`src/rtl/car_voltage_pkg.sv`:
```
// car_voltage_pkg
// Shared definitions for the car battery-voltage sampler:
//   - sequencer state encoding
//   - LTC2308 config-word bit positions and a builder for the word
//   - default low-battery threshold in ADC codes
package car_voltage_pkg;

   typedef enum logic [2:0] {
      ST_IDLE   = 3'd0,
      ST_CONVST = 3'd1,
      ST_WAIT   = 3'd2,
      ST_SHIFT  = 3'd3,
      ST_DONE   = 3'd4
   } state_t;

   // Bit positions inside the 6-bit config word, sent MSB (S/D) first
   localparam int CFG_SD  = 5;
   localparam int CFG_OS  = 4;
   localparam int CFG_S1  = 3;
   localparam int CFG_S0  = 2;
   localparam int CFG_UNI = 1;
   localparam int CFG_SLP = 0;

   localparam logic [11:0] LOW_THRESH_DEF = 12'd2600;

   // Single-ended, unipolar, no sleep; channel bits mapped as O/S = ch[0], S1 = ch[2], S0 = ch[1]
   function automatic logic [5:0] cfg_word(input logic [2:0] ch);
      logic [5:0] w;
      w          = 6'd0;
      w[CFG_SD]  = 1'b1;
      w[CFG_OS]  = ch[0];
      w[CFG_S1]  = ch[2];
      w[CFG_S0]  = ch[1];
      w[CFG_UNI] = 1'b1;
      w[CFG_SLP] = 1'b0;
      return w;
   endfunction

endpackage

```
`src/rtl/car_voltage_spi_shift.sv`:
```
// car_voltage_spi_shift
// SCK generator plus 12-bit SPI shifter for one LTC2308 frame.
// Ports:
//   clk, reset  : clock, synchronous active-high reset
//   start       : one-cycle pulse that begins a 12-bit frame
//   tx_cfg[5:0] : config word, sent MSB first on bits 0-5, zeros after
//   sdo         : serial data from the ADC
//   sck, sdi    : registered SPI clock (idle low) and data to the ADC
//   done        : high in the last cycle of the frame
//   rx[11:0]    : received word, MSB first
module car_voltage_spi_shift
   import car_voltage_pkg::*;
#(
   parameter int CLK_DIV = 2
) (
   input  logic        clk,
   input  logic        reset,
   input  logic        start,
   input  logic [5:0]  tx_cfg,
   input  logic        sdo,
   output logic        sck,
   output logic        sdi,
   output logic        done,
   output logic [11:0] rx
);

   localparam int DW = (CLK_DIV > 1) ? $clog2(CLK_DIV) : 1;
   localparam logic [DW-1:0] DIV_LAST = DW'(CLK_DIV - 1);

   logic          active_r;
   logic          half_r;     // 0: SCK low half, 1: SCK high half
   logic [DW-1:0] div_r;
   logic [3:0]    bit_r;
   logic [5:0]    cfg_r;
   logic          sck_r;
   logic          sdi_r;
   logic [11:0]   rx_r;
   logic          edge_s;

   // Last clk cycle of the current SCK half period
   assign edge_s = active_r && (div_r == DIV_LAST);
   assign done   = edge_s && half_r && (bit_r == 4'd11);
   assign sck    = sck_r;
   assign sdi    = sdi_r;
   assign rx     = rx_r;

   // Half-period sequencing, SDI launch on SCK fall, SDO capture on SCK rise
   always_ff @(posedge clk) begin
      if (reset) begin
         active_r <= 1'b0;
         half_r   <= 1'b0;
         div_r    <= '0;
         bit_r    <= 4'd0;
         cfg_r    <= 6'd0;
         sck_r    <= 1'b0;
         sdi_r    <= 1'b0;
         rx_r     <= 12'd0;
      end else if (start) begin
         active_r <= 1'b1;
         half_r   <= 1'b0;
         div_r    <= '0;
         bit_r    <= 4'd0;
         cfg_r    <= tx_cfg;
         sck_r    <= 1'b0;
         sdi_r    <= tx_cfg[5];
      end else if (edge_s) begin
         div_r <= '0;
         if (!half_r) begin
            half_r <= 1'b1;
            sck_r  <= 1'b1;
            rx_r   <= {rx_r[10:0], sdo};
         end else if (bit_r == 4'd11) begin
            active_r <= 1'b0;
            half_r   <= 1'b0;
            sck_r    <= 1'b0;
            sdi_r    <= 1'b0;
         end else begin
            half_r <= 1'b0;
            sck_r  <= 1'b0;
            bit_r  <= bit_r + 4'd1;
            // Config word drains out of the top; zeros follow after bit 5
            cfg_r  <= {cfg_r[4:0], 1'b0};
            sdi_r  <= cfg_r[4];
         end
      end else if (active_r) begin
         div_r <= div_r + 1'b1;
      end
   end

endmodule

```
`src/rtl/car_voltage_sampler.sv`:
```
// car_voltage_sampler
// Periodic LTC2308 sequencer producing the 12-bit battery-voltage word for the PIO.
// Optional feature macro: CAR_VOLT_AVG_EN (4-sample running average of accepted samples).
// Ports:
//   clk, reset          : 50 MHz clock, synchronous active-high reset
//   enable              : run periodic sampling; low lets the current frame finish then idles
//   channel[2:0]        : ADC channel, latched when a conversion starts
//   adc_convst          : CONVST to the ADC
//   adc_sck/adc_sdi     : SPI clock and config data to the ADC
//   adc_sdo             : SPI data from the ADC
//   sample_data[11:0]   : latest accepted sample, stable between updates
//   sample_valid        : one-cycle pulse on each sample_data update
//   low_batt            : sample_data below LOW_THRESH
//   busy                : sequencer not idle
module car_voltage_sampler
   import car_voltage_pkg::*;
#(
   parameter int          CLK_DIV     = 2,
   parameter int          CONV_CYCLES = 80,
   parameter int          PERIOD      = 50000,
   parameter logic [11:0] LOW_THRESH  = LOW_THRESH_DEF
) (
   input  logic        clk,
   input  logic        reset,
   input  logic        enable,
   input  logic [2:0]  channel,
   output logic        adc_convst,
   output logic        adc_sck,
   output logic        adc_sdi,
   input  logic        adc_sdo,
   output logic [11:0] sample_data,
   output logic        sample_valid,
   output logic        low_batt,
   output logic        busy
);

   localparam int PW = $clog2(PERIOD);
   localparam logic [PW-1:0] PERIOD_LAST = PW'(PERIOD - 1);
   localparam int CW = $clog2(CONV_CYCLES + 2);
   localparam logic [CW-1:0] WAIT_LAST = CW'(CONV_CYCLES - 1);

   state_t        state_r, state_nxt;
   logic [CW-1:0] cnt_r, cnt_nxt;
   logic [PW-1:0] timer_r;
   logic          tick_r;
   logic [2:0]    ch_q_r;
   logic [2:0]    prev_ch_r;
   logic          discard_r;
   logic          convst_r;
   logic          busy_r;
   logic [11:0]   sample_data_r;
   logic          sample_valid_r;
   logic          low_batt_r;
   logic          start_s;
   logic          spi_done_s;
   logic [11:0]   rx_s;
   logic          ch_match_s;
   logic          accept_s;
   logic          out_upd_s;
   logic [11:0]   out_val_s;

   car_voltage_spi_shift #(.CLK_DIV(CLK_DIV)) u_spi (
      .clk    (clk),
      .reset  (reset),
      .start  (start_s),
      .tx_cfg (cfg_word(ch_q_r)),
      .sdo    (adc_sdo),
      .sck    (adc_sck),
      .sdi    (adc_sdi),
      .done   (spi_done_s),
      .rx     (rx_s)
   );

   // The result read in this frame belongs to the previous frame's config word
   assign ch_match_s = (ch_q_r == prev_ch_r);
   assign accept_s   = (state_r == ST_DONE) && !discard_r && ch_match_s;

`ifdef CAR_VOLT_AVG_EN
   logic [11:0] ring_r [4];
   logic [1:0]  wr_ptr_r;
   logic [2:0]  fill_r;
   logic [13:0] sum_r;
   logic [13:0] sum_nxt_s;

   // Unfilled slots hold zero, so the subtraction is harmless while filling
   assign sum_nxt_s = sum_r + {2'b00, rx_s} - {2'b00, ring_r[wr_ptr_r]};
   assign out_upd_s = accept_s && (fill_r >= 3'd3);
   assign out_val_s = sum_nxt_s[13:2];

   // Ring buffer and running sum; a channel change restarts the average
   always_ff @(posedge clk) begin
      if (reset || ((state_r == ST_DONE) && !ch_match_s)) begin
         for (int i = 0; i < 4; i++) ring_r[i] <= 12'd0;
         wr_ptr_r <= 2'd0;
         fill_r   <= 3'd0;
         sum_r    <= 14'd0;
      end else if (accept_s) begin
         ring_r[wr_ptr_r] <= rx_s;
         wr_ptr_r         <= wr_ptr_r + 2'd1;
         sum_r            <= sum_nxt_s;
         fill_r           <= (fill_r == 3'd4) ? 3'd4 : fill_r + 3'd1;
      end
   end
`else
   assign out_upd_s = accept_s;
   assign out_val_s = rx_s;
`endif

   // Next-state logic for the conversion sequencer
   always_comb begin
      state_nxt = state_r;
      cnt_nxt   = cnt_r;
      start_s   = 1'b0;
      case (state_r)
         ST_IDLE: begin
            cnt_nxt = '0;
            if (tick_r && enable) state_nxt = ST_CONVST;
            else                  state_nxt = ST_IDLE;
         end
         ST_CONVST: begin
            if (cnt_r == CW'(1)) begin
               state_nxt = ST_WAIT;
               cnt_nxt   = '0;
            end else begin
               cnt_nxt = cnt_r + 1'b1;
            end
         end
         ST_WAIT: begin
            if (cnt_r == WAIT_LAST) begin
               state_nxt = ST_SHIFT;
               cnt_nxt   = '0;
               start_s   = 1'b1;
            end else begin
               cnt_nxt = cnt_r + 1'b1;
            end
         end
         ST_SHIFT: begin
            if (spi_done_s) state_nxt = ST_DONE;
            else            state_nxt = ST_SHIFT;
         end
         ST_DONE: state_nxt = ST_IDLE;
         default: state_nxt = ST_IDLE;
      endcase
   end

   // State, counters, period timer and channel bookkeeping
   always_ff @(posedge clk) begin
      if (reset) begin
         state_r   <= ST_IDLE;
         cnt_r     <= '0;
         timer_r   <= '0;
         tick_r    <= 1'b0;
         ch_q_r    <= 3'd0;
         prev_ch_r <= 3'd0;
         discard_r <= 1'b1;
      end else begin
         state_r <= state_nxt;
         cnt_r   <= cnt_nxt;
         if (!enable) begin
            timer_r <= '0;
            tick_r  <= 1'b0;
         end else if (timer_r == PERIOD_LAST) begin
            timer_r <= '0;
            tick_r  <= 1'b1;
         end else begin
            timer_r <= timer_r + 1'b1;
            tick_r  <= 1'b0;
         end
         if ((state_r == ST_IDLE) && (state_nxt == ST_CONVST)) ch_q_r <= channel;
         if (state_r == ST_DONE) begin
            prev_ch_r <= ch_q_r;
            discard_r <= 1'b0;
         end
      end
   end

   // Registered outputs
   always_ff @(posedge clk) begin
      if (reset) begin
         convst_r       <= 1'b0;
         busy_r         <= 1'b0;
         sample_data_r  <= 12'd0;
         sample_valid_r <= 1'b0;
         low_batt_r     <= 1'b0;
      end else begin
         convst_r       <= (state_nxt == ST_CONVST);
         busy_r         <= (state_nxt != ST_IDLE);
         sample_valid_r <= out_upd_s;
         if (out_upd_s) begin
            sample_data_r <= out_val_s;
            low_batt_r    <= (out_val_s < LOW_THRESH);
         end
      end
   end

   assign adc_convst   = convst_r;
   assign busy         = busy_r;
   assign sample_data  = sample_data_r;
   assign sample_valid = sample_valid_r;
   assign low_batt     = low_batt_r;

endmodule

```
`config.mk`:
```
export PLATFORM = sky130hd
export DESIGN_NAME = car_voltage_sampler
export DESIGN_NICKNAME = d
export VERILOG_FILES = /design/src/rtl/car_voltage_pkg.sv /design/src/rtl/car_voltage_spi_shift.sv /design/src/rtl/car_voltage_sampler.sv
export SDC_FILE = /design/constraint.sdc
export NUM_CORES = 1
export LEC_CHECK = 0
export BUFFER_PORTS_ARGS = -buffer_cell sky130_fd_sc_hd__buf_4
export CAP_MARGIN = 20
export CORE_MARGIN = 3
export CORE_UTILIZATION = 35
export CTS_CLUSTER_DIAMETER = 60
export DETAILED_ROUTE_END_ITERATION = 8
export GPL_ROUTABILITY_DRIVEN = 1
export PLACE_DENSITY = 0.61
export SLEW_MARGIN = 0
export SYNTH_ARGS = -nofsm -noshare
export SYNTH_HDL_FRONTEND = slang
export SYNTH_SLANG_ARGS = --single-unit
export TNS_END_PERCENT = 10
```
`constraint.sdc`:
```
create_clock -name clk -period 2.3 [get_ports clk]
set_clock_uncertainty 0.2 [all_clocks]
set_input_delay 0.115 -clock clk [delete_from_list [all_inputs] [get_ports clk]]
set_output_delay 0.115 -clock clk [all_outputs]
set_load 0.01 [all_outputs]
```
# Yosys cells after proc, flatten, opt, wreduce, memory -nomap -nowiden
# Index checks and enable logic that the tools add are counted.
# op_classes
add_sub_neg	4
order_cmp	1
eq_ne	11
n_mux	24
bitwise_logic	4
n_reduce_logical	23
# op_table
operator	count
case mux 7 bit (3 select lines)	1
2-to-1 mux 5 bit	4
adder 16 x 1 -> 16 bit (second input constant)	1
== test 16 bit (second input constant)	1
2-to-1 mux 7 bit	2
2-to-1 mux 1 bit	13
< comparator 12 bit (second input constant)	1
case mux 3 bit (4 select lines)	1
AND reduction 3 bit	4
2-to-1 mux 3 bit	3
adder 7 x 1 -> 7 bit (second input constant)	1
== test 7 x 1 -> 1 bit (second input constant)	1
== test 7 bit (second input constant)	1
logical AND 1 bit	7
== test 3 x 1 -> 1 bit (second input constant)	2
== test 3 x 2 -> 1 bit (second input constant)	2
nonzero test 2 bit	3
nonzero test 3 bit	2
OR reduction 3 bit	2
adder 4 x 1 -> 4 bit (second input constant)	1
== test 4 bit (second input constant)	1
inverter 1 bit	4
OR reduction 2 bit	2
== test 3 bit	1
6 further kinds	6
# totals
reg_bits	74
inputBits	7
out_inout_bits	18
word_cells	86

# Depth between registers and ports, before layout
# Gate-level depths: netlist of the first run.
# depth
word_depth	7
mapped_depth	6
depth_no_buf	6

# Hierarchy
# From an unflattened synthesis of the first run, not the netlist that was laid out.
# hier_totals
cells_unflattened	359
hier_area_um2	3190.6
# by_module_without_submodules
mod	instances	cells_each	area_per_inst_um2	seq_area_each_um2
car_voltage_sampler	1	235	2173.3	1001.0
car_voltage_spi_shift	1	124	1017.2	500.5

# Worst setup path before layout of the first run
# OpenSTA, ideal clock, no wires.
# synth_path
path_type	register -> register
from	register cnt_r[0]
to	register u_spi.rx_r[2] (netlist: u_spi.rx[2])
setup_time_ps	128
arrival_ps	1471
required_ps	1972
path_slack_ps	502
path_stages_with_launch	7
n_path_buf	1
synth_period_minus_slack_ps	1798
cell_sequence	dfxtp_1 > ha_1 > and4bb_2 > a41oi_4 > buf_8 > mux2i_1 > nor2_1
# synth_via
elab_chain_len	5
# synth_rtl
element	line	rtl
start, declared	car_voltage_sampler.sv:43	logic [CW-1:0] cnt_r, cnt_nxt;
start signal, assigned	car_voltage_sampler.sv:158	cnt_r <= cnt_nxt;
== test 7 bit	car_voltage_sampler.sv:129	if (cnt_r == WAIT_LAST) begin
2-to-1 mux 1 bit	car_voltage_sampler.sv:129	
2-to-1 mux 1 bit	car_voltage_sampler.sv:114	case (state_r)
inverter 1 bit (no line)	n/a	
AND reduction 3 bit (no line)	n/a	
end signal, assigned	car_voltage_spi_shift.sv:71	rx_r <= {rx_r[10:0], sdo};
end, declared	car_voltage_spi_shift.sv:37	logic [11:0] rx_r;
# No other way between the ends.
# A chain may end at the register's enable or synchronous reset.

# Worst setup path after layout of the first run
# layout_path
from	register cnt_r[0]
to	register u_spi.bit_r[0]
# layout_via
elab_chain_len	4
# layout_rtl
element	line	rtl
== test 7 bit	car_voltage_sampler.sv:129	
2-to-1 mux 1 bit	car_voltage_sampler.sv:129	
2-to-1 mux 1 bit	car_voltage_sampler.sv:114	
OR reduction 2 bit (no line)	n/a	
end signal, assigned	car_voltage_spi_shift.sv:80	bit_r <= bit_r + 4'd1;
end, declared	car_voltage_spi_shift.sv:33	logic [3:0] bit_r;
# No other way between the ends.

==> results of run 1 <==
[layout by cell type, fill, tap and decap left out, types with 7 or more instances in the layout]
master | netlist | routed
nand3_1 | 13 | 13
buf_4 | 2 | 31
nor2_1 | 62 | 62
mux2i_1 | 27 | 27
clkbuf_8 | 0 | 9
nand2_1 | 23 | 23
dfxtp_1 | 74 | 74
xor2_1 | 20 | 20
nand4_1 | 13 | 13
a21oi_1 | 9 | 9
xnor2_1 | 7 | 7
[per-stage QoR]
| step | hold WS, ns | util | power, mW | area [µm²] |
|---|---|---|---|---|
| 2_1_floorplan | 0.0510 | - | 1.33 | 3110 |
| 3_3_place_gp | 0.161 | 0.401 | 1.35 | 3380 |
| 3_5_place_dp | 0.169 | 0.401 | 1.35 | 3380 |
| 4_1_cts | 0.0189 | 0.433 | 2.44 | 3650 |
| 5_1_grt | 0.0326 | 0.433 | 2.50 | 3650 |
| 6_report | 0.0323 | 0.433 | 2.41 | 3650 |
[path summary, 6_finish.rpt]
path                         startpoint                           to  slack [ns]  cells past startpoint
hold reg to reg   timer_r[0]$_SDFF_PP0_        timer_r[0]$_SDFF_PP0_        0.26                      1
setup reg to reg  cnt_r[0]$_SDFFE_PP0P_  u_spi.bit_r[0]$_SDFFE_PP0P_        0.19                      5
setup / recovery  cnt_r[0]$_SDFFE_PP0P_  u_spi.bit_r[0]$_SDFFE_PP0P_        0.19                      5
hold / removal                    reset      sample_valid$_SDFF_PP0_        0.03                      2
[Yosys cell counts, types with 3 or more instances]
| library cell | n |
|---|---|
| a311oi_1 | 5 |
| and4_1 | 4 |
| a31oi_1 | 3 |
| nand4_1 | 13 |
| nor2_1 | 62 |
| dfxtp_1 | 74 |
| nand3_1 | 13 |
| ha_1 | 4 |
| inv_1 | 5 |
| a21oi_1 | 9 |
| xnor2_1 | 7 |
| nand3b_1 | 3 |
| mux2i_1 | 27 |
| xor2_1 | 20 |
| clkbuf_1 | 7 |
| nand2_1 | 23 |
| nor4_1 | 6 |
[layer usage]
metal	routed length, µm	track usage	up-vias
met3	198	0.0417	6
li1	-	-	1193
met1	2710	0.144	1060
met5	0	0	-
met2	2730	0.200	26
met4	63	0.0342	0
[critical path, stage by stage, from the launching register on]
cell and delay, ns:
dfxtp_1 0.40, ha_1 0.24, and4bb_2 0.31, nand4_1 0.38
nand2b_1 0.36, nor2_1 0.09
[sequential cells by signal, summed over array words and instances (netlist names), 3 cells and up]
signal and flops:
u_spi.bit_r 4, u_spi.rx 12, sample_data 12, u_spi.cfg_r 4, prev_ch_r 3, ch_q_r 3, timer_r 16, state_r 3
cnt_r 7
[timing repair]
action | in CTS | in global routing
setup endpoints to repair | 0 | 0
hold buffers | 5 | 0
endpoints found under the hold margin | 6 | 0
[kinds of logic (layout without fill, tap and decap cells)]
group,after synthesis,after routing,share of synthesized area
and+or+nand+nor,142,142,0.237
DFF,74,74,0.476
AOI/OAI and AO/OA,27,27,0.0715
xor gates and xnor gates,27,27,0.0759
muxes,27,27,0.0868
buffers and inverters,21,57,0.0374
adders and majority gates,4,4,0.0161
[area by class of cell]
cell class,count,area [µm²],share of cell area
Multi-Input combinational cell,227,1520,0.416
Sequential cell,74,1480,0.406
Timing Repair Buffer,36,283,0.0775
Tap cell,105,131,0.0360
Clock buffer,9,124,0.0340
Clock inverter,7,92.6,0.0254
Inverter,5,18.8,0.00515
[where the power goes]
part           switching [mW]  internal (mW)  total [mW]  leakage, nW
clock network           0.477          0.610        1.09        0.113
logic                  0.0249         0.0165      0.0414        0.678
registers             0.00146           1.28        1.28        0.596
==> out/results.ini, run 1 <==
[logic_synthesis]
synth_top_area_frac=0.476
synth_area_leaders=dfxtp_1 48%, mux2i_1 8.7%, nor2_1 7.5%
synth_warnings=0
synth_edf_count=0
synth_seq_cells=74
syn_inst=322
syn_area_um2=3110
synth_flop_cell=dfxtp_1
synth_top_area_cell=dfxtp_1
ys_types=48
syn_area_per_cell_um2=9.67
ys_seq_area_frac=0.476
synthesis.nets=333
synthArstFlopShare=0

[final_layout]
area_growth_syn_to_layout_pct=17.1
fin_cells=463
antenna_cells=0
fillers=824
final_nets=364
layout-drive-gt1-share=0.162

[sta]
worst_slew_pin_slew_ns=0.650
final_max_slew_viol_count=0
slew_headroom=0.563
fin_tns_setup_ns=0
setup_viol=0
hold_viol=0
period_share=0.918
min_period_ns=2.11
rsz0062_at_grt=false
final.setup.worst_slack_ns=0.189
fmax_mhz=474

[pwr]
p_leak_nw=1.39
ir_worst_vdd_uv=400
powerDensity_nw_per_um2=661

[detailed_routing]
drt_iter0_drc=68
wl_per_cell_um=12.3
drc=0
vias_per_cell=4.94
first_pass_iters=4
postRouteAntennaNets=0
num_vias=2285
wl_um=5700

[cts]
clk_pin_slew_ns=0.08
cts_setup_buffers=0
cts_inserted_buffers=9
cts_root_buf=clkbuf_8
cts_max_path_buffers=2
cts_resized=0
clk_latency_ns=0.34
h-tree-depth=3
cts_tree=yes
cts_sinks=74

[global_route]
grt_usage=0.119
antenna_found_initial=0
overflow=0
grt_pass1_vias=2182
grt_max_degree=52
grt_pass1_wl_um=9720

[worst_setup_path]
startpoint_type=flip-flop
cp_max_fo=11
crit_type=flip-flop to flip-flop
cp.required_ns=2.32
cp.arrival_ns=2.13
cp-end-kind=flip-flop

[floorplan]
dieArea_um2=10100
num_rows=33
initial_core_util=0.370
coreArea_um2=8420
die_height_um=100
io_pins=25
die_x_um=100

[placed_design]
hpwlAfterDp_um=3850
placed_cells=442
gp_congestion=0.770
port_buffers=24
dp_slack_ns=0.185

[status]
status=finished clean

[min_path]
min_path_type=input pin to flip-flop

[job]
maxCapViolCount=0

Note: power is estimated with default switching activity, not from simulation.
==> inputs of run 2 (changes only) <==
--- a/config.mk
+++ b/config.mk
@@ -5,14 +5,14 @@
 export SDC_FILE = /design/constraint.sdc
 export NUM_CORES = 1
 export LEC_CHECK = 0
-export BUFFER_PORTS_ARGS = -buffer_cell sky130_fd_sc_hd__buf_4
 export CAP_MARGIN = 20
 export CORE_MARGIN = 3
 export CORE_UTILIZATION = 35
 export CTS_CLUSTER_DIAMETER = 60
 export DETAILED_ROUTE_END_ITERATION = 8
+export DONT_BUFFER_PORTS = 1
 export GPL_ROUTABILITY_DRIVEN = 1
-export PLACE_DENSITY = 0.61
+export PLACE_DENSITY = 0.59
 export SLEW_MARGIN = 0
 export SYNTH_ARGS = -nofsm -noshare
 export SYNTH_HDL_FRONTEND = slang
==> run 2 against run 1 <==
  * Routed wire length rose by 0.77%
  * Global-route usage rose by 0.44 points
  * Clock power rose by 6%
  * Sequential power barely moved
  * Clock-buffer cell count rose by 1
  * Via count fell by 2.2%
  * Total power rose by 2.9%
  * Sequential share of layout area rose by 1.2 points
  * Worst hold slack improved by 0.23 ns
  * Register-to-register slack improved by 0.12 ns
  * Core utilization fell by 1.2 points
  * Die area did not move
==> out/results.ini, run 2 (synthesis gave the netlist of run 1 again) <==
[status]
status=finished clean

[cts]
cts_max_path_buffers=2  ; unchanged
cts_inserted_buffers=9  ; unchanged
clk_pin_slew_ns=0.08  ; about the same
cts_root_buf=clkbuf_8
clk_latency_ns=0.34  ; about the same
cts_resized=0  ; unchanged
cts_sinks=74  ; unchanged
h-tree-depth=3  ; unchanged
cts_tree=yes

[final_layout]
fin_cells=445  ; -3.9%
fillers=844  ; +2.4%
final_cell_mix=74 x dfxtp_1, 62 x nor2_1, 27 x mux2i_1, 23 x nand2_1, 20 x xor2_1
final_common_cell=dfxtp_1
largest_register_ffs=16  ; unchanged
area_growth_syn_to_layout_pct=13.9
final_core_util=0.421  ; -0.0120
final_nets=345  ; -5.2%
top_register=timer_r
layout-drive-gt1-share=0.106  ; -0.0558

[floorplan]
io_pins=25  ; unchanged
die_height_um=100  ; unchanged
num_rows=33  ; unchanged
die_x_um=100  ; unchanged
dieArea_um2=10100  ; unchanged
coreArea_um2=8420  ; unchanged
initial_core_util=0.370  ; unchanged

[detailed_routing]
drt_iter0_drc=91  ; +34%
vias_per_cell=5.02  ; +1.8%
drc=0  ; unchanged
first_pass_iters=4  ; unchanged
num_vias=2235  ; -2.2%
wl_per_cell_um=12.9  ; +4.8%
postRouteAntennaNets=0  ; unchanged
wl_um=5740  ; +0.77%

[global_route]
grt_max_degree=52  ; unchanged
grt_pass1_vias=2157  ; -1.1%
grt_usage=0.124  ; +0.00445
overflow=0  ; unchanged
grt_pass1_wl_um=9970  ; +2.6%
antenna_found_initial=1  ; +1

[placed_design]
hpwlAfterDp_um=3880  ; +0.86%
gp_congestion=0.857  ; +11%
placed_cells=419  ; -5.2%
port_buffers=0  ; -100%

[pwr]
ir_worst_vdd_uv=250  ; -38%
p_total_mw=2.48  ; +2.9%
powerDensity_nw_per_um2=700  ; +5.9%
p_leak_nw=1.29  ; -7.3%

[sta]
rsz0062_at_grt=false
final_max_slew_viol_count=0  ; unchanged
fmax_mhz=503  ; +6.2%
fin_tns_setup_ns=0  ; unchanged
min_period_ns=1.99  ; -0.124 ns
worst_slew_pin_slew_ns=0.683  ; +0.0329 ns
setup_viol=0  ; unchanged
slew_headroom=0.541  ; -0.0221
hold_viol=0  ; unchanged
period_share=0.864  ; -0.0538
holdWs_ns=0.267  ; +0.234 ns

[worst_setup_path]
cp.required_ns=2.37  ; +0.05 ns
cp-end-kind=flip-flop
startpoint_type=flip-flop
cp.arrival_ns=2.06  ; -0.07 ns
crit_type=flip-flop to flip-flop
cp_max_fo=11  ; unchanged

[job]
maxCapViolCount=0  ; unchanged

[min_path]
min_path_type=flip-flop to flip-flop

[run 2: changes by cell type in the layout (fill, tap and decap cells not counted)]
| cell | previous run | this run |
|---|---|---|
| diode_2 | 0 | 1 |
| buf_12 | 0 | 1 |
| inv_8 | 0 | 1 |
| dlygate4sd3_1 | 5 | 8 |
| clkbuf_8 | 9 | 10 |
| buf_4 | 31 | 8 |
| clkinv_2 | 3 | 0 |
| clkinv_4 | 1 | 2 |
[run 2: worst max-delay path: stages, from the launching register on]
cell	delay, ns
dfxtp_1	0.35
buf_4	0.19
nor4_1	0.27
buf_4	0.18
nand2_1	0.05
dlygate4sd3_1	0.55
a21oi_1	0.11
[run 2: repair_timing]
| action | 4_1_cts | 5_1_grt |
|---|---|---|
| setup buffers | 0 | 0 |
| hold buffers | 9 | 0 |
| endpoints found under the hold margin | 74 | 0 |
[run 2: path summary, 6_finish.rpt]
path / from / endpoint / slack [ns] / cells after the start
worst min-delay path: timer_r[0]$_SDFF_PP0_ / timer_r[0]$_SDFF_PP0_ / 0.27 / 1
worst max-delay path: state_r[1]$_SDFF_PP0_ / ch_q_r[1]$_SDFFE_PP0P_ / 0.31 / 6
worst max register to register: state_r[1]$_SDFF_PP0_ / ch_q_r[1]$_SDFFE_PP0P_ / 0.31 / 6
worst min register to register: timer_r[0]$_SDFF_PP0_ / timer_r[0]$_SDFF_PP0_ / 0.27 / 1
[run 2: metal layers]
| layer | global-route usage | vias up | part of all wire |
|---|---|---|---|
| met5 | 0 | - | 0 |
| met4 | 0.0560 | 0 | 0.016 |
| met3 | 0.0410 | 7 | 0.036 |
| met2 | 0.190 | 23 | 0.46 |
| met1 | 0.157 | 1053 | 0.49 |
| li1 | - | 1152 | - |
[run 2: power by group]
| group | leakage [nW] | total (mW) | internal [mW] | switching, mW |
|---|---|---|---|---|
| sequential | 0.596 | 1.28 | 1.28 | 0.00134 |
| combinational | 0.571 | 0.0390 | 0.0149 | 0.0241 |
| clock | 0.119 | 1.16 | 0.655 | 0.504 |
[run 2: layout make-up]
cell class / count / area, µm² / area share
Timing Repair Buffer: 17 / 160 / 0.0452
Clock buffer: 10 / 138 / 0.0388
Inverter: 5 / 18.8 / 0.00529
Tap cell: 105 / 131 / 0.0371
Sequential cell: 74 / 1480 / 0.418
Antenna cell: 1 / 2.50 / 0.000706
Multi-Input combinational cell: 227 / 1520 / 0.428
Clock inverter: 6 / 97.6 / 0.0275
[run 2: per-stage QoR]
step | worst slack [ns] | instance area (µm²)
after detailed placement | 0.412 | 3210
after floorplan | 0.502 | 3110
after CTS | 0.324 | 3540
final | 0.313 | 3550
after global placement | 0.403 | 3210
after global routing | 0.176 | 3550
==> inputs of run 3 (changes only) <==
--- a/config.mk
+++ b/config.mk
@@ -8,7 +8,6 @@
 export CAP_MARGIN = 20
 export CORE_MARGIN = 3
 export CORE_UTILIZATION = 35
-export CTS_CLUSTER_DIAMETER = 60
 export DETAILED_ROUTE_END_ITERATION = 8
 export DONT_BUFFER_PORTS = 1
 export GPL_ROUTABILITY_DRIVEN = 1
@@ -16,5 +15,6 @@
 export SLEW_MARGIN = 0
 export SYNTH_ARGS = -nofsm -noshare
 export SYNTH_HDL_FRONTEND = slang
+export SYNTH_HIERARCHICAL = 1
 export SYNTH_SLANG_ARGS = --single-unit
 export TNS_END_PERCENT = 10
==> run 3 against run 2 <==
  * Worst hold slack got worse by 0.0011 ns
  * Combinational power rose by 18%
  * Sequential cell count rose by 1
  * Global-route usage is 0.58 points higher
  * Worst setup slack got worse by 0.19 ns
  * Maximum frequency is 8.9% lower
  * Design area is 2.4% higher
  * Routed wire length rose by 10%
  * Sequential power about the same
  * Critical endpoint is now u_spi/rx[0]$_SDFFE_PP0P_
==> out/results.ini, run 3 <==
[floorplan]
dieArea_um2=10300  ; +2.3%
io_pins=25  ; unchanged
die_height_um=101  ; +1.1%
coreArea_um2=8810  ; +4.5%
num_rows=34  ; +3.0%
initial_core_util=0.362  ; -0.00741
die_x_um=101  ; +1.1%

[worst_setup_path]
cp.arrival_ns=2.25  ; +0.19 ns
reg2reg_depth=8  ; +2
crit_chain=ha_1 -> and3_2 -> nand3_2 -> nor4b_4 -> nand4bb_1 -> buf_4 -> nand2_1 -> a21oi_1
cp-end-kind=flip-flop
endpoint=u_spi/rx[0]$_SDFFE_PP0P_
critPathLaunch=cnt_r[0]$_SDFFE_PP0P_
cpPeakStageDelay_ns=0.40  ; -0.15 ns
worst-r2r-setup-slack_ns=0.12  ; -0.19 ns
crit_type=flip-flop to flip-flop
startpoint_type=flip-flop
cp.required_ns=2.37  ; about the same
r2r_start=cnt_r[0]$_SDFFE_PP0P_
worst_r2r_endpoint=u_spi/rx[0]$_SDFFE_PP0P_
cp_max_fo=12  ; +1
crit_path_top_delay_cell=nor4b_4

[logic_synthesis]
synth_area_leaders=dfxtp_1 47%, mux2i_1 5.6%, xnor2_1 4.7%
synth_most_common_cell=dfxtp_1
synth_xor_area_frac=0.0659  ; -0.0101
muxShareOfSynthArea=0.0565  ; -0.0303
synth_warnings=6  ; +6
synth_commonest_cells=75 x dfxtp_1, 39 x nor2_1, 38 x nand2_1
synthArstFlopShare=0  ; unchanged
syn_area_per_cell_um2=8.89  ; -8.1%
synth_seq_cells=75  ; +1.4%
synth_compound_area_frac=0.102  ; +0.0301
synth-simple-area-share=0.242  ; +0.00532
synth_top_family_by_area=simple AND/OR/NAND/NOR gates
synth_fa_ha_area_frac=0.0157  ; -0.000384
syn_area_um2=3190  ; +2.5%
ys_seq_area_frac=0.471  ; -0.00510
synth_top_area_cell=dfxtp_1
synth_flop_cell=dfxtp_1
synth_top_area_frac=0.471  ; -0.00510
syn_inst=359  ; +11%
synth_edf_count=0  ; unchanged
ys_types=45  ; -6.3%

[sta]
final_max_slew_viol_count=0  ; unchanged
setup_viol=0  ; unchanged
min_period_ns=2.18  ; +0.194 ns
period_share=0.949  ; +0.0845
final.setup.worst_slack_ns=0.118  ; -0.194 ns
fmax_mhz=458  ; -8.9%
fin_tns_setup_ns=0  ; unchanged
hold_viol=0  ; unchanged

[detailed_routing]
drc=0  ; unchanged
vias_per_cell=5.03  ; +0.21%
wl_per_cell_um=13.1  ; +1.8%
postRouteAntennaNets=0  ; unchanged
num_vias=2421  ; +8.3%
drt_iter0_drc=180  ; +98%
wl_um=6320  ; +10%
first_pass_iters=4  ; unchanged

[placed_design]
port_buffers=0  ; unchanged
placed_cells=458  ; +9.3%
dp_slack_ns=0.0802  ; -0.331 ns
gp_congestion=0.821  ; -4.2%
hpwlAfterDp_um=4110  ; +5.8%

[cts]
cts_inserted_buffers=9  ; unchanged
cts_setup_buffers=0  ; unchanged
cts_max_path_buffers=2  ; unchanged
cts_sinks=75  ; +1.4%
clk_pin_slew_ns=0.07  ; about the same
clk_latency_ns=0.34  ; about the same
cts_root_buf=clkbuf_8
cts_tree=yes
h-tree-depth=3  ; unchanged

[global_route]
overflow=0  ; unchanged
grt_pass1_wl_um=10700  ; +7.2%
antenna_found_initial=0  ; -1
grt_pass1_vias=2184  ; +1.3%
grt_max_degree=51  ; -1.9%
grt_usage=0.129  ; +0.00578

[min_path]
min_path_type=flip-flop to flip-flop

[final_layout]
largest_register_ffs=16  ; unchanged
area_growth_syn_to_layout_pct=13.8  ; about the same
layout-drive-gt1-share=0.121  ; +0.0144
final_cell_mix=75 x dfxtp_1, 39 x nor2_1, 38 x nand2_1, 28 x a21oi_1, 18 x mux2i_1
fin_cells=481  ; +8.1%
final_common_cell=dfxtp_1
antenna_cells=0  ; -1
top_register=timer_r
final_core_util=0.412  ; -0.00864
final_nets=380  ; +10%

[job]
maxCapViolCount=0  ; unchanged

[status]
status=finished clean

[pwr]
ir_worst_vdd_uv=424  ; +70%
p_leak_nw=1.29  ; +0.48%
powerDensity_nw_per_um2=672  ; -4.0%

[run 3: cell count changes after synthesis, sizes merged, moves of 4 or more]
cell    delta
a21oi     +19
nand2     +15
nor2      -13
xor2      -13
nor3      +11
inv       +10
xnor2     +10
mux2i      -9
o21ai      +9
nand4      -6
a311oi     -5
and4       -5
a221oi     +4
clkbuf     +4
[run 3: cells by family after synthesis]
kind of cell             Yosys count
flip-flops                        75
AO/OA/AOI/OAI                     55
XOR/XNOR                          24
multiplexers                      18
AND/OR/NAND/NOR                  148
buffers and inverters             33
other                              2
adder cells (fa/ha/maj)            4
[run 3: power breakdown]
part / leakage [nW] / internal (mW) / switching, mW
registers: 0.604 / 1.30 / 0.00162
clock network: 0.108 / 0.631 / 0.461
logic: 0.580 / 0.0163 / 0.0296
[run 3: through the flow]
stage / total power [mW] / cell area [µm²] / hold slack (ns)
after floorplan: 1.36 / 3200 / 0.0510
after global placement: 1.35 / 3310 / 0.0000633
after detailed placement: 1.35 / 3310 / 0.000396
after CTS: 2.49 / 3610 / 0.260
after global routing: 2.55 / 3630 / 0.268
final: 2.44 / 3630 / 0.266
[run 3: critical path, delay by kind of cell (launching register included)]
kind	cells	cell delay (ns)
compound gates	1	0.14
flops	1	0.39
simple gates	5	1.01
buf+inv	1	0.19
fa+ha+maj	1	0.18
[run 3: area by class of cell]
| cell class | instances | area (µm²) |
|---|---|---|
| Tap cell | 108 | 135 |
| Inverter | 15 | 56.3 |
| Sequential cell | 75 | 1500 |
| Multi-Input combinational cell | 252 | 1570 |
| Clock buffer | 10 | 138 |
| Fill cell | 887 | 5170 |
| Timing Repair Buffer | 16 | 154 |
| Clock inverter | 5 | 77.6 |
[run 3: metal layers]
metal	wire length (µm)	part of all wire	vias up	track usage
li1	-	-	1253	-
met1	3090	0.49	1128	0.173
met2	2940	0.47	38	0.193
met3	256	0.041	2	0.0530
met4	32	0.0051	0	0.0358
met5	0	0	-	0
[run 3: what timing repair did]
action                     in CTS  in global routing
setup endpoints to repair       0                 23
gates resized for setup         0                  4
hold buffers                    8                  0
hold endpoints to repair       75                  0
[run 3: how the worst min path moves through the flow]
stage	from	endpoint	cells past startpoint
CTS	channel[0]	ch_q_r[0]$_SDFFE_PP0P_	3
floorplan	adc_sdo	u_spi/rx[0]$_SDFFE_PP0P_	2
global route	channel[0]	ch_q_r[0]$_SDFFE_PP0P_	3
global placement	reset	u_spi/rx[10]$_SDFFE_PP0P_	1
detailed placement	reset	ch_q_r[0]$_SDFFE_PP0P_	1
finish	discard_r$_SDFFE_PP1N_	sample_valid$_SDFF_PP0_	1
